## config.mk

```make
export PLATFORM = sky130hd
export DESIGN_NAME = led_pattern_sequencer
export DESIGN_NICKNAME = d
export VERILOG_FILES = /design/src/rtl/led_pattern_sequencer.sv
export SDC_FILE = /design/constraint.sdc
export NUM_CORES = 1
export LEC_CHECK = 0
export BUFFER_PORTS_ARGS = -buffer_cell sky130_fd_sc_hd__buf_2
export CAP_MARGIN = 15
export CELL_PAD_IN_SITES_DETAIL_PLACEMENT = 2
export CELL_PAD_IN_SITES_GLOBAL_PLACEMENT = 2
export CORE_ASPECT_RATIO = 1.5
export CORE_MARGIN = 10
export CORE_UTILIZATION = 43
export DETAILED_ROUTE_END_ITERATION = 10
export GPL_ROUTABILITY_DRIVEN = 1
export GPL_TIMING_DRIVEN = 0
export PLACE_DENSITY = 0.86
export SETUP_SLACK_MARGIN = 0.4
export SLEW_MARGIN = 15
export SYNTH_ARGS = -nofsm -noshare
export SYNTH_HDL_FRONTEND = slang
export SYNTH_SLANG_ARGS = --single-unit
```

## constraint.sdc

```tcl
create_clock -name CLK_CPU -period 8.3 [get_ports CLK_CPU]
set_input_delay 1.245 -clock CLK_CPU [delete_from_list [all_inputs] [get_ports CLK_CPU]]
set_output_delay 1.245 -clock CLK_CPU [all_outputs]
set_load 0.01 [all_outputs]
```

## src/rtl/led_pattern_sequencer.sv

```systemverilog
// Multi-channel serial LED pattern blinker driven by one shared step prescaler.
// Latency: led trails idx by one cycle; a load lands 1 cycle after accept (idle target) or on the next step tick (running target).
// Backpressure: one pending load slot; load_ready stays low from accept until the slot is applied or dropped.
module led_pattern_sequencer #(
    parameter int                CHANNELS        = 1,
    parameter int                PAT_W           = 32,
    parameter int                STEP_LOG2       = 21,
    parameter logic [PAT_W-1:0]  DEFAULT_PATTERN = 32'h0547_7715,
    parameter int                DEFAULT_LEN     = 27,
    localparam int               CH_W            = (CHANNELS > 1) ? $clog2(CHANNELS) : 1,
    localparam int               LEN_W           = $clog2(PAT_W + 1),
    localparam int               IDX_W           = $clog2(PAT_W)
) (
    input  logic                 CLK_CPU,
    input  logic                 reset,
    input  logic                 enable,
    input  logic                 load_valid,
    output logic                 load_ready,
    input  logic [CH_W-1:0]      load_channel,
    input  logic [PAT_W-1:0]     load_pattern,
    input  logic [LEN_W-1:0]     load_len,
    input  logic                 load_oneshot,
    output logic [CHANNELS-1:0]  led,
    output logic [CHANNELS-1:0]  busy,
    output logic [CHANNELS-1:0]  done
);

    typedef enum logic [1:0] {
        ST_IDLE = 2'd0,
        ST_RUN  = 2'd1,
        ST_DONE = 2'd2
    } state_t;

    logic [STEP_LOG2-1:0] presc;
    logic                 tick;

    always_ff @(posedge CLK_CPU or posedge reset) begin
        if (reset) begin
            presc <= '0;
        end else if (enable) begin
            presc <= presc + 1'b1;
        end
    end

    assign tick = enable & (&presc);

    logic                slot_full;
    logic [CH_W-1:0]     slot_ch;
    logic [PAT_W-1:0]    slot_pat;
    logic [LEN_W-1:0]    slot_len;
    logic                slot_os;
    logic [CHANNELS-1:0] apply;
    logic                slot_drop;
    logic                slot_free;
    logic [LEN_W-1:0]    len_clamped;

    assign len_clamped = (load_len > LEN_W'(PAT_W)) ? LEN_W'(PAT_W) : load_len;
    // Out-of-range channel numbers occupy the slot for one cycle and then vanish.
    assign slot_drop   = slot_full && (32'(slot_ch) >= CHANNELS);
    assign slot_free   = slot_drop | (|apply);
    assign load_ready  = ~slot_full;

    always_ff @(posedge CLK_CPU or posedge reset) begin
        if (reset) begin
            slot_full <= 1'b0;
            slot_ch   <= '0;
            slot_pat  <= '0;
            slot_len  <= '0;
            slot_os   <= 1'b0;
        end else if (slot_free) begin
            slot_full <= 1'b0;
        end else if (load_valid && !slot_full) begin
            slot_full <= 1'b1;
            slot_ch   <= load_channel;
            slot_pat  <= load_pattern;
            slot_len  <= len_clamped;
            slot_os   <= load_oneshot;
        end
    end

    for (genvar c = 0; c < CHANNELS; c++) begin : g_ch
        localparam logic [CH_W-1:0] CH_ID = CH_W'(c);

        state_t           state;
        logic [PAT_W-1:0] pattern;
        logic [LEN_W-1:0] len;
        logic             oneshot;
        logic [IDX_W-1:0] idx;
        logic             led_q;
        logic             done_q;
        logic             last;

        // A running channel only takes a new pattern on a step boundary.
        assign apply[c] = slot_full && (slot_ch == CH_ID) && ((state != ST_RUN) || tick);
        assign last     = (LEN_W'(idx) == len - 1'b1);

        always_ff @(posedge CLK_CPU or posedge reset) begin
            if (reset) begin
                state   <= ST_RUN;
                pattern <= DEFAULT_PATTERN;
                len     <= LEN_W'(DEFAULT_LEN);
                oneshot <= 1'b0;
                idx     <= '0;
                led_q   <= 1'b0;
                done_q  <= 1'b0;
            end else begin
                led_q  <= (state == ST_RUN) ? pattern[idx] : 1'b0;
                done_q <= 1'b0;
                if (apply[c]) begin
                    pattern <= slot_pat;
                    len     <= slot_len;
                    oneshot <= slot_os;
                    idx     <= '0;
                    state   <= (slot_len == '0) ? ST_IDLE : ST_RUN;
                end else if ((state == ST_RUN) && tick) begin
                    if (last) begin
                        idx <= '0;
                        if (oneshot) begin
                            state  <= ST_DONE;
                            done_q <= 1'b1;
                        end
                    end else begin
                        idx <= idx + 1'b1;
                    end
                end
            end
        end

        assign led[c]  = led_q;
        assign done[c] = done_q;
        assign busy[c] = (state == ST_RUN);
    end

endmodule

```

==> impl_metrics.env <==
export IMPL_grt_overflow=0
export IMPL_layout_nets=558
export IMPL_dr_pass1_iters=4
export IMPL_setup_tns_ns=0
export IMPL_cts_sinks=110
export IMPL_crit_start="g_ch[0].state[1]$_DFFE_PP0P_"
export IMPL_dp_cells=650
export IMPL_synth_edf_count=0
export IMPL_ant_nets=0
export IMPL_diodes=0
export IMPL_fin_cells=666
export IMPL_cts_htree_levels=3
export IMPL_drv_cap=0
export IMPL_rsz0062_at_grt="false"
export IMPL_cts_resized=0
export IMPL_synthCells=453
export IMPL_synth_xor_area_frac=0.0444
export IMPL_cp_top_family="buffers and inverters"
export IMPL_fmax_mhz=355
export IMPL_root_buffer="clkbuf_16"
export IMPL_tritoncts="done"
export IMPL_tightestPinTransition_ns=0.885
export IMPL_synthesis_area_mm2=0.00513
export IMPL_drt_wl_total_mm=14.3
export IMPL_viasPerCell=5.42
export IMPL_clk_latency_ns=0.36
export IMPL_relSlewSlack=0.404
export IMPL_synth_mux_area_frac=0.146
export IMPL_synth_seq_cells=110
export IMPL_die_area_mm2=0.0168
export IMPL_r2r_start="g_ch[0].len[0]$_DFFE_PP1N_"
export IMPL_numCtsBuffers=9
export IMPL_crit_top_cell="buf_2"
export IMPL_port_buffers=46
export IMPL_finalHoldViolations=0
export IMPL_hold_buffers=0
export IMPL_area_growth_syn_to_layout_pct=14.4
export IMPL_ys_seq_area_frac=0.542
export IMPL_grtUsageTotal=0.181
export IMPL_synth_top_family_by_area="simple AND/OR/NAND/NOR gates"
export IMPL_antenna_found_initial=0
export IMPL_syn_nets=500
export IMPL_cts_setup_buffers=0
export IMPL_drive_gt1_frac=0.287
export IMPL_yosys_most_used_dff="dfrtp_1"
export IMPL_layout_min_cycle_time_ns=2.82
export IMPL_clockBufferDepth=2
export IMPL_ys_async_sr_fraction=1.00
export IMPL_grt_max_degree=74
export IMPL_floorplan_core_area_mm2=0.0116
export IMPL_layout_common_cells="129 x nand2_1, 90 x dfrtp_1, 53 x buf_2"
export IMPL_path_cells="nand2b_1 > buf_2 > clkinv_1 > buf_2"
export IMPL_start_util=0.442
export IMPL_wl_per_cell_um=21.5
export IMPL_slew_viol_final=0
export IMPL_worstHoldStart="presc[18]$_DFFE_PP0P_"
export IMPL_worst_path_max_fanout=9
export IMPL_avgSynthCellArea_um2=11.3
export IMPL_cp_end_kind="primary output"
export IMPL_synth_warnings=0
export IMPL_path_buf_inv=3
export IMPL_powerDensity_mw_per_mm2=241
export IMPL_drc=0
export IMPL_synthDistinctLibCells=42
export IMPL_synth_compound_area_frac=0.0420
export IMPL_finalSetupViolCount=0
export IMPL_worstSetupStartpointType="flip-flop"
export IMPL_fillers=1176
export IMPL_cp_arrival_ns=1.57
export IMPL_worstPathRequired_ns=7.05
export IMPL_synthAdderAreaFrac=0.00732
export IMPL_grt_pass1_vias=4428
export IMPL_layout_commonest_cell="nand2_1"
export IMPL_num_vias=3607
export IMPL_status="finished clean"
export IMPL_power_total_mw=1.41
export IMPL_hp_class="reg2reg"
export IMPL_worst_path_max_delay_cell="dfrtp_1"
export IMPL_grt_pass1_wl_mm=23.7
export IMPL_clkSlewWorstSetupHoldPaths_ns=0.08
export IMPL_worst_slack_ns=5.48
export IMPL_die_h_um=154
export IMPL_yosys_area_share_simple=0.178
export IMPL_die_x_um=109
export IMPL_dp_hpwl_mm=10.4
export IMPL_fin_util=0.506
export IMPL_crit_type="reg2out"
export IMPL_io_pins=48
export IMPL_fin_skew_ns=0.0126
export IMPL_place_congestion=0.798
export IMPL_dpl_worst_slack_ns=5.15
export IMPL_vdd_drop_max_uv=139
export IMPL_drt_iter0_drc=111
export IMPL_fin_crit_sh=0.340
export IMPL_fp_row_count=48
export IMPL_p_leak_nw=2.81
export IMPL_cp_slowest_stage_delay_ns=0.36
## per-stage QoR
step / hold slack (ns) / cell area, um^2
final: 0.464 / 5870
after global routing: 0.480 / 5870
after CTS: 0.470 / 5870
after detailed placement: 0.459 / 5580
after global placement: 0.449 / 5550
after floorplan: 0.434 / 5130
## logic make-up (layout without fill, tap and decap cells)
| logic type | Yosys count | after routing |
|---|---|---|
| flops | 110 | 110 |
| compound gates | 32 | 32 |
| fa+ha+maj | 3 | 3 |
| buf+inv | 35 | 98 |
| mux | 48 | 48 |
| xor+xnor | 26 | 26 |
| simple gates | 199 | 199 |
## layout make-up
class,instances,area (um^2),area share
clock inverter,7,63.8,0.0109
buffer,23,166,0.0284
clock buffer,9,225,0.0384
tap,150,188,0.0320
inverter,12,50.0,0.00853
sequential,110,2780,0.473
timing repair buffer,47,258,0.0439
multi-input combinational,308,2140,0.365
## state kept, by name, indices dropped and copies added (netlist names)
signal and flops:
done 1, g_ch.idx 5, g_ch.len 6, g_ch.oneshot 1
g_ch.pattern 32, g_ch.state 2, led 1, presc 21
slot_ch 1, slot_full 1, slot_len 6, slot_os 1
slot_pat 32
## cells in the mapped netlist, types with 8 or more instances
master	number	area, um^2
clkbuf_1	10	37.5
dfrtp_1	90	2250
dfstp_2	20	526
inv_1	11	41.3
mux2_4	32	480
mux4_2	8	180
nand2_1	129	484
nand3_1	18	90.1
nand4_1	9	56.3
nor2_1	11	41.3
o21ai_0	8	40.0
xnor2_1	17	149
xor2_1	9	78.8
## metal layers
layer  part of all wire  track usage  vias up
li1                   -            -     1649
met1               0.37        0.191     1888
met2               0.59        0.346       46
met3              0.022       0.0289       24
met4              0.018       0.0628        0
met5                  0            0        -
## report_power, final
group / internal (mW) / switching, mW
logic: 0.0860 / 0.167
clock network: 0.211 / 0.218
registers: 0.646 / 0.0871
total: 0.943 / 0.472
## worst register-to-register path, stage by stage (launching register included)
cell	delay, ns
dfstp_2	0.55
inv_1	0.06
ha_1	0.31
xor2_1	0.18
o211ai_1	0.11
or3_1	0.49
nor4_1	0.49
nor3_1	0.14
## worst paths after layout
path                       depth (start not counted)                               to  slack (ns)
setup / recovery                                   4                             busy        5.48
hold / removal                                     1            presc[18]$_DFFE_PP0P_        0.46
setup reg to reg                                   7       g_ch[0].idx[4]$_DFFE_PP0P_        5.83
hold reg to reg                                    1            presc[18]$_DFFE_PP0P_        0.46
max in group asynchronous                          3  g_ch[0].pattern[12]$_DFFE_PP1N_        6.71
min in group asynchronous                          2      g_ch[0].oneshot$_DFFE_PP0N_        0.89
Note: power is estimated with default switching activity, not from simulation.
